<file path="config.mk">
export PLATFORM = sky130hd
export DESIGN_NAME = regfile_access_ctrl
export DESIGN_NICKNAME = d
export VERILOG_FILES = /design/src/rtl/rv32ima_pkg.sv /design/src/rtl/regfile_scoreboard.sv /design/src/rtl/regfile_access_ctrl.sv
export SDC_FILE = /design/constraint.sdc
export NUM_CORES = 1
export LEC_CHECK = 0
export CAP_MARGIN = 20
export CORE_ASPECT_RATIO = 0.5
export CORE_UTILIZATION = 37
export DETAILED_ROUTE_END_ITERATION = 6
export PLACE_DENSITY_LB_ADDON = 0.08
export SYNTH_ARGS = -nofsm -noshare
export SYNTH_HDL_FRONTEND = slang
export SYNTH_SLANG_ARGS = --single-unit
</file>
<file path="constraint.sdc">
create_clock -name clk -period 2.25 [get_ports clk]
set_input_delay 0.3375 -clock clk [delete_from_list [all_inputs] [get_ports clk]]
set_output_delay 0.3375 -clock clk [all_outputs]
set_load 0.03 [all_outputs]
</file>
<file path="src/rtl/rv32ima_pkg.sv">
// Shared types for the register-file access path: register index, issue and operand packets.
package rv32ima_pkg;

  localparam int NREGS_DEF = 32;
  localparam int REG_W     = $clog2(NREGS_DEF);

  typedef logic [REG_W-1:0] reg_t;

  localparam reg_t REG_ZERO = '0;

  typedef struct packed {
    reg_t rs1;
    reg_t rs2;
    reg_t rd;
    logic wr;
  } issue_pkt_t;

  typedef struct packed {
    logic [31:0] a;
    logic [31:0] b;
    reg_t        rd;
    logic        wr;
  } opnd_pkt_t;

  // True when an active write port targets the given register index.
  function automatic logic idx_match(input reg_t wr_idx, input reg_t rd_idx, input logic en);
    return en && (wr_idx == rd_idx);
  endfunction

endpackage

</file>
<file path="src/rtl/regfile_scoreboard.sv">
// Pending-write scoreboard: one busy bit per register, set wins over clear, x0 never busy.
module regfile_scoreboard #(
  parameter int NREGS = 32,
  parameter int RW    = 5
) (
  input  logic             clk,
  input  logic             nrst,
  input  logic             set_en,
  input  logic [RW-1:0]    set_idx,
  input  logic             clr_en,
  input  logic [RW-1:0]    clr_idx,
  output logic [NREGS-1:0] busy
);

  logic [NREGS-1:1] busy_reg;
  logic [NREGS-1:1] busy_next;

  genvar gi;
  generate
    for (gi = 1; gi < NREGS; gi++) begin : g_bit
      always_comb begin
        busy_next[gi] = busy_reg[gi];
        if (set_en && (set_idx == RW'(gi))) begin
          busy_next[gi] = 1'b1;
        end else if (clr_en && (clr_idx == RW'(gi))) begin
          busy_next[gi] = 1'b0;
        end
      end

      always_ff @(posedge clk) begin
        if (nrst) begin
          busy_reg[gi] <= 1'b0;
        end else begin
          busy_reg[gi] <= busy_next[gi];
        end
      end
    end
  endgenerate

  assign busy = {busy_reg, 1'b0};

endmodule

</file>
<file path="src/rtl/regfile_access_ctrl.sv">
// Register-file initiator: hazard-checked issue, operand capture into a one-entry stage, writeback port.
// Build option REGFILE_BYPASS_EN forwards the write port into captured operands instead of stalling.
module regfile_access_ctrl
  import rv32ima_pkg::*;
#(
  parameter int NREGS = 32,
  parameter int RW    = 5
) (
  input  logic             clk,
  input  logic             nrst,
  input  logic             issue_valid,
  output logic             issue_ready,
  input  logic [RW-1:0]    issue_rs1,
  input  logic [RW-1:0]    issue_rs2,
  input  logic [RW-1:0]    issue_rd,
  input  logic             issue_wr,
  output logic [RW-1:0]    rsel1,
  output logic [RW-1:0]    rsel2,
  input  logic [31:0]      rdat1,
  input  logic [31:0]      rdat2,
  output logic [RW-1:0]    wsel,
  output logic             wen,
  output logic [31:0]      wdat,
  output logic             opnd_valid,
  input  logic             opnd_ready,
  output logic [31:0]      opnd_a,
  output logic [31:0]      opnd_b,
  output logic [RW-1:0]    opnd_rd,
  output logic             opnd_wr,
  input  logic             wb_valid,
  output logic             wb_ready,
  input  logic [RW-1:0]    wb_rd,
  input  logic [31:0]      wb_data,
  output logic [NREGS-1:0] busy
);

  issue_pkt_t       issue;
  opnd_pkt_t        opnd_reg, opnd_next;
  logic             opnd_valid_reg, opnd_valid_next;
  logic [NREGS-1:0] busy_vec;
  logic             wen_int;
  logic             fwd1, fwd2, fwd_rd;
  logic             raw1, raw2, waw;
  logic             stage_free, issue_ready_int, accept;

  assign issue = {issue_rs1, issue_rs2, issue_rd, issue_wr};

  // Writes pass straight through; x0 writes and writes during reset are suppressed.
  assign wen_int  = wb_valid && !nrst && (wb_rd != REG_ZERO);
  assign wen      = wen_int;
  assign wsel     = wb_rd;
  assign wdat     = wb_data;
  assign wb_ready = 1'b1;
  assign rsel1    = issue.rs1;
  assign rsel2    = issue.rs2;

  assign fwd1   = idx_match(wb_rd, issue.rs1, wen_int);
  assign fwd2   = idx_match(wb_rd, issue.rs2, wen_int);
  assign fwd_rd = idx_match(wb_rd, issue.rd, wen_int);

`ifdef REGFILE_BYPASS_EN
  assign raw1 = busy_vec[issue.rs1] && !fwd1;
  assign raw2 = busy_vec[issue.rs2] && !fwd2;
`else
  // Without forwarding, a source being written this cycle is read back next cycle.
  assign raw1 = busy_vec[issue.rs1] || fwd1;
  assign raw2 = busy_vec[issue.rs2] || fwd2;
`endif
  assign waw  = issue.wr && busy_vec[issue.rd] && !fwd_rd;

  assign stage_free      = !opnd_valid_reg || opnd_ready;
  assign issue_ready_int = stage_free && !raw1 && !raw2 && !waw;
  assign accept          = issue_valid && issue_ready_int;
  assign issue_ready     = issue_ready_int;

  function automatic logic [31:0] pick_opnd(input reg_t rs, input logic [31:0] rdat, input logic fwd);
    logic [31:0] val;
    val = rdat;
`ifdef REGFILE_BYPASS_EN
    if (fwd) val = wdat;
`else
    if (fwd) val = rdat;
`endif
    if (rs == REG_ZERO) val = '0;
    return val;
  endfunction

  always_comb begin
    opnd_next       = opnd_reg;
    opnd_valid_next = opnd_valid_reg;
    if (accept) begin
      opnd_valid_next = 1'b1;
      opnd_next.a     = pick_opnd(issue.rs1, rdat1, fwd1);
      opnd_next.b     = pick_opnd(issue.rs2, rdat2, fwd2);
      opnd_next.rd    = issue.rd;
      opnd_next.wr    = issue.wr;
    end else if (opnd_ready) begin
      opnd_valid_next = 1'b0;
    end
  end

  always_ff @(posedge clk) begin
    if (nrst) begin
      opnd_valid_reg <= 1'b0;
      opnd_reg       <= '0;
    end else begin
      opnd_valid_reg <= opnd_valid_next;
      opnd_reg       <= opnd_next;
    end
  end

  assign opnd_valid = opnd_valid_reg;
  assign opnd_a     = opnd_reg.a;
  assign opnd_b     = opnd_reg.b;
  assign opnd_rd    = opnd_reg.rd;
  assign opnd_wr    = opnd_reg.wr;

  regfile_scoreboard #(
    .NREGS (NREGS),
    .RW    (RW)
  ) u_scoreboard (
    .clk     (clk),
    .nrst    (nrst),
    .set_en  (accept && issue.wr && (issue.rd != REG_ZERO)),
    .set_idx (issue.rd),
    .clr_en  (wen_int),
    .clr_idx (wb_rd),
    .busy    (busy_vec)
  );

  assign busy = busy_vec;

endmodule
</file>
; After elaboration in Yosys (flattened, before gate mapping)
; Cells that the tools add are included.
[op_classes]
n_div = 0
n_eq_ne = 65
magnitude_cmp = 3
n_reduce_logical = 120
n_bitwise = 0
n_mul = 0
muxes = 72
shift = 0
n_addsub = 0
[op_table]
columns = cell, n
row1 = 5-bit == test (second input constant), 32
row2 = 5-bit by 4-bit == test with 1-bit output (second input constant), 16
row3 = 1-bit logical AND, 75
row4 = 1-bit 2-to-1 mux, 67
row5 = 32-bit 2-to-1 mux, 2
row6 = 2-bit nonzero test, 32
row7 = 5-bit by 3-bit == test with 1-bit output (second input constant), 8
row8 = 5-bit by 2-bit == test with 1-bit output (second input constant), 4
row9 = 5-bit by 6-bit less-than comparator with 1-bit output (second input constant), 3
row10 = 1-bit binary-select mux with 5-bit select, 3
row11 = 5-bit == test, 3
row12 = 5-bit by 1-bit == test with 1-bit output (second input constant), 2
row13 = 5-bit zero test, 2
row14 = 5-bit nonzero test, 2
row15 = 1-bit zero test, 6
row16 = 1-bit logical OR, 3
[word_totals]
mem_bits_rw = 0
output_inout_bits = 153
rom_bits = 0
latchBits = 0
register_bits = 102
n_memories = 0
input_bits = 122

; Longest topological paths before layout
[logic_depth]
depth_word = 14
mapped_depth = 10
depth_no_buf = 6

; By module
; Synthesis repeated with hierarchy kept, for this count alone.
[hier_totals]
cells_unflattened = 643
area_unflattened_um2 = 6170.9
[by_module_without_submodules]
columns = module, seq_area_each_um2, n_inst, area_each_um2, cells_each
row1 = regfile_access_ctrl, 1421.4, 1, 4788.3, 481
row2 = regfile_scoreboard, 620.6, 1, 1382.6, 162

; Worst setup path after synthesis
; No wires, ideal clock.
[synth_path]
path_type = input to register
start = input port issue_rd[1]
end = register u_scoreboard.busy_reg (netlist bit u_scoreboard.busy[30])
required_time_ns = 2.166
path_buffers = 4
setup_slack_ns = -0.138
t_arrival_ns = 2.304
setup_time_ns = 0.084
cell_stages = 10
cell_sequence = buf_2 -> buf_2 -> mux2_1 -> a221oi_1 -> o311ai_1 -> a32oi_1 -> nand4_1 -> buf_2 -> buf_6 -> o31ai_2
[synth_between]
elab_chain_cells = 11
elab_cells_between_ends = 17
classes_between = eq/ne: 2 / mux: 3 / reduce/logical: 12
[synth_lines]
columns = item, line_no
row1 = "start, declared", regfile_access_ctrl.sv:15  ; input logic [RW-1:0] issue_rd,
row2 = 1-bit binary-select mux with 5-bit select / 5-bit == test (equally long branches), "regfile_access_ctrl.sv:69, rv32ima_pkg.sv:27"
row3 = 1-bit 2-to-1 mux (not written as such) / 1-bit logical AND (equally long branches), "regfile_access_ctrl.sv:69, rv32ima_pkg.sv:27"
row4 = 1-bit logical AND / 1-bit zero test (equally long branches), regfile_access_ctrl.sv:69  ; assign waw = issue.wr && busy_vec[issue.rd] && !fwd_rd;
row5 = 1-bit logical AND, regfile_access_ctrl.sv:69
row6 = 1-bit zero test, regfile_access_ctrl.sv:72  ; assign issue_ready_int = stage_free && !raw1 && !raw2 && !waw;
row7 = 1-bit logical AND, regfile_access_ctrl.sv:72
row8 = 1-bit logical AND, regfile_access_ctrl.sv:73  ; assign accept = issue_valid && issue_ready_int;
row9 = 1-bit logical AND (2 in a row), regfile_access_ctrl.sv:124  ; .set_en (accept && issue.wr && (issue.rd != REG_ZERO)),
row10 = 1-bit logical AND (*), regfile_scoreboard.sv:23  ; if (set_en && (set_idx == RW'(gi))) begin
row11 = 1-bit 2-to-1 mux / 2-bit nonzero test (equally long branches), --
row12 = "end signal, assigned by index", regfile_scoreboard.sv:34  ; busy_reg[gi] <= busy_next[gi];
row13 = "end, declared", regfile_scoreboard.sv:15  ; logic [NREGS-1:1] busy_reg;
; Every way passes the cells marked *; elsewhere a longest branch is shown, timed or not. The select of a mux whose other input is x is not followed.
; A chain may end at the register's enable or synchronous reset.

; Final worst setup path
[layout_path]
start = register u_scoreboard.busy_reg (netlist bit u_scoreboard.busy[7])
end = output port issue_ready
[layout_between]
elab_chain_cells = 7
elab_cells_between_ends = 16
classes_between = mux: 6 / reduce/logical: 10
[layout_lines]
columns = item, line_no
row1 = 1-bit binary-select mux with 5-bit select, regfile_access_ctrl.sv:66  ; assign raw1 = busy_vec[issue.rs1] || fwd1;
row2 = 1-bit 2-to-1 mux (not written as such), regfile_access_ctrl.sv:66
row3 = 1-bit logical OR, regfile_access_ctrl.sv:66
row4 = 1-bit zero test, regfile_access_ctrl.sv:72
row5 = 1-bit logical AND (2 in a row), regfile_access_ctrl.sv:72
row6 = 1-bit logical AND (*), regfile_access_ctrl.sv:72
row7 = "end, declared", regfile_access_ctrl.sv:12  ; output logic issue_ready,
; Marked as above.

==> results <==
## how the worst min path moves through the flow
stage | from | slack (ps) | to
after floorplan | nrst | 410 | opnd_valid$_SDFFE_PP0P_
after global placement | opnd_a[7]$_SDFFE_PP0P_ | 440 | opnd_a[7]$_SDFFE_PP0P_
after detailed placement | opnd_b[11]$_SDFFE_PP0P_ | 450 | opnd_b[11]$_SDFFE_PP0P_
after CTS | opnd_b[11]$_SDFFE_PP0P_ | 460 | opnd_b[11]$_SDFFE_PP0P_
after global routing | opnd_b[12]$_SDFFE_PP0P_ | 480 | opnd_b[12]$_SDFFE_PP0P_
final | opnd_b[8]$_SDFFE_PP0P_ | 460 | opnd_b[8]$_SDFFE_PP0P_
## critical path, delay by kind of cell (launching register included)
kind | cells | cell delay [ps]
AO/OA/AOI/OAI | 1 | 180
flip-flops | 1 | 350
buffers and inverters | 1 | 120
AND/OR/NAND/NOR | 1 | 220
multiplexers | 2 | 940
## logic make-up (layout without fill, tap and decap cells)
| kind of cell | Yosys count | in the layout | share of synthesized area (%) |
|---|---|---|---|
| muxes | 110 | 110 | 21.90 |
| and+or+nand+nor | 244 | 244 | 18.31 |
| AOI/OAI and AO/OA | 81 | 81 | 10.25 |
| DFF | 102 | 102 | 35.96 |
| other | 2 | 2 | 0.1323 |
| xor gates and xnor gates | 15 | 15 | 2.314 |
| buffers and inverters | 106 | 361 | 11.13 |
## placed cells by master, fill, tap and decap left out, types with 11 or more instances in the layout
cell type / synthesis / final
mux2i_1: 95 / 95
xnor2_1: 15 / 15
nand3_1: 18 / 18
o211ai_1: 25 / 25
o21ai_2: 0 / 16
nand2_1: 178 / 178
dfxtp_1: 102 / 98
buf_12: 0 / 19
mux4_2: 11 / 11
buf_4: 55 / 104
nor2b_1: 12 / 12
clkdlybuf4s50_1: 0 / 193
## per-layer routing
metal	vias up	global-route usage [%]	routed length [um]
li1	2741	-	-
met4	2	7.367	330
met2	277	41.37	9342
met1	2754	34.05	9228
met5	-	0	13
met3	40	5.724	1602
## layout make-up
cell class	count	area, um^2
Fill cell	1249	5389
Clock buffer	10	239.0
Sequential cell	102	2049
Multi-Input combinational cell	452	3298
Timing Repair Buffer	340	3445
Tap cell	198	247.7
Clock inverter	6	51.30
Inverter	5	20.02
## report_power, final
part	switching (uW)	leakage (uW)	total, uW	internal, uW
clock network	725	0.000140	1520	799
registers	60.3	0.000833	1970	1910
logic	788	0.00298	1590	797
total	1570	0.00396	5080	3500
## timing repair
| item | 4_1_cts | 5_1_grt |
|---|---|---|
| buffers inserted | 15 | 3 |
| gates resized for setup | 74 | 31 |
| hold buffers | 0 | 0 |
| gates cloned | 13 | 0 |
| setup endpoints to repair | 103 | 103 |
| pin swaps | 29 | 7 |
## metrics by stage
stage	setup TNS [ps]	hold slack (ps)	instances	instance area, um^2	setup WS, ps
floorplan	-2061	406.6	660	5717	-40.76
global placement	-71150	443.6	1074	8349	-854.3
detailed placement	-71230	452.0	1074	8349	-823.3
CTS	-8022	461.8	1118	9328	-281.5
global route	-14870	477.6	1113	9350	-322.2
finish	-4627	460.5	1113	9350	-243.4
==> impl_results.md <==
* Status: finished, violations left
* Violated checks: setup timing
* CP endpoint kind: output port
* Reg2Reg Setup Slack at -90 ps
* Die Area at 0.01588 mm^2
* Crit. Startpoint: u_scoreboard.busy[7]$_SDFFE_PP0P_
* Worst Path Arrival at 2160 ps
* Nets at 1032
* Area Growth Syn to Fin at 64.68%
* Final WS setup at -243.4 ps
* Crit-path max FO at 3
* Reg2reg end: u_scoreboard.busy[21]$_SDFFE_PP0P_
* Largest net degree at the start of global routing at 58
* CP max stage delay at 480 ps
* Main synth FF type: dfxtp_1
* Min Tclk post-route at 2493 ps
* Seq/Total Area, Yosys at 35.96%
* H-tree levels at 3
* Clock Sinks at 102
* Hold path cells at 2
* Syn. warnings at 0
* Post-route antenna net violation count at 0
* MaxCap Viol Count at 0
* FMAX at 401.1 MHz
* Startpoint type of the worst setup path: register
* Worst vdd ir at 0.0003980 V
* Synth area leaders: dfxtp_1, mux2i_1, nand2_1, buf_4, mux4_2
* # diodes at 0
* Die H at 89.60 um
* Vias in the first global route at 5625
* Post-DP HPWL at 14560 um
* FF-to-FF Start: u_scoreboard.busy[7]$_SDFFE_PP0P_
* CP cell instances: mux4_2 -> mux4_2 -> a32oi_2 -> and3_4 -> buf_6
* Area leader, netlist: dfxtp_1
* Hold crit path type: reg -> reg
* Synth unique cells at 48
* FF-to-FF path depth at 8
* CTS tree: yes
* Total power at 5077 uW
* Core Area at 0.01474 mm^2
* GRT Residual Overflow at 0
* Port Buf Inserts at 208
* Critical path endpoint: issue_ready
* Post-synth EDFFs at 0
* Synth Area per Inst at 8.603 um^2
* Final Util at 63.44%
* GP Congestion at 0.9401
* Relative slew margins at 61.21%
* CTS Root Cell: clkbuf_16
* WL/cell at 18.43 um
* DRC at 0
* Synth top area share at 35.96%
* Final setup violation count at 95
* Total number of vias at 5814
* First-pass GRT wire length at 30890 um
* DRT iter0 DRCs at 342
* Fin. Hold Viols at 0
* Clock Latency Late Sink at 350 ps
* All-Layer GR Usage at 25.42%
* Vias per cell at 5.224
* Setup Skew at 15.29 ps
* Post-Synthesis Cells at 660
* Pwr dens at 543.0 mW/mm^2
* CTS Buf Count at 9
* I/O Pins at 275
* Critical path's slowest cell: mux4_2
* Drt pass-1 iters at 5
* Top cells by count, synth: nand2_1, dfxtp_1, mux2i_1
* # rows at 31
* Worst Path Required at 1910 ps
* Leading cell type by number of instances after synthesis: nand2_1
* Final Cycle Share at 110.8%
* Antenna violations before repair at 1
* Final wirelength at 20520 um
* Die Span X at 177.2 um
* Initial Utilization at 38.52%
* Measured slew at the worst slew-check pin at 581.8 ps
* Post-Syn Nets at 782
* Post-synth ARST share at 0%
* Cell mode on critical path: mux4_2
* Share of post-route cells with drive strength above 1 at 23.50%
* Lkg Pwr at 0.003955 uW
* Mapped Area at 0.005678 mm^2
* Clock buffer depth at 2
* Crit Path Class: reg -> out
* Worst-path clk slew at 70 ps
* Final Max Slew Viols at 0
* RSZ-0062 raised after global routing: true
* Synthesized flop and latch total at 102
(Power assumes the default switching activity.)
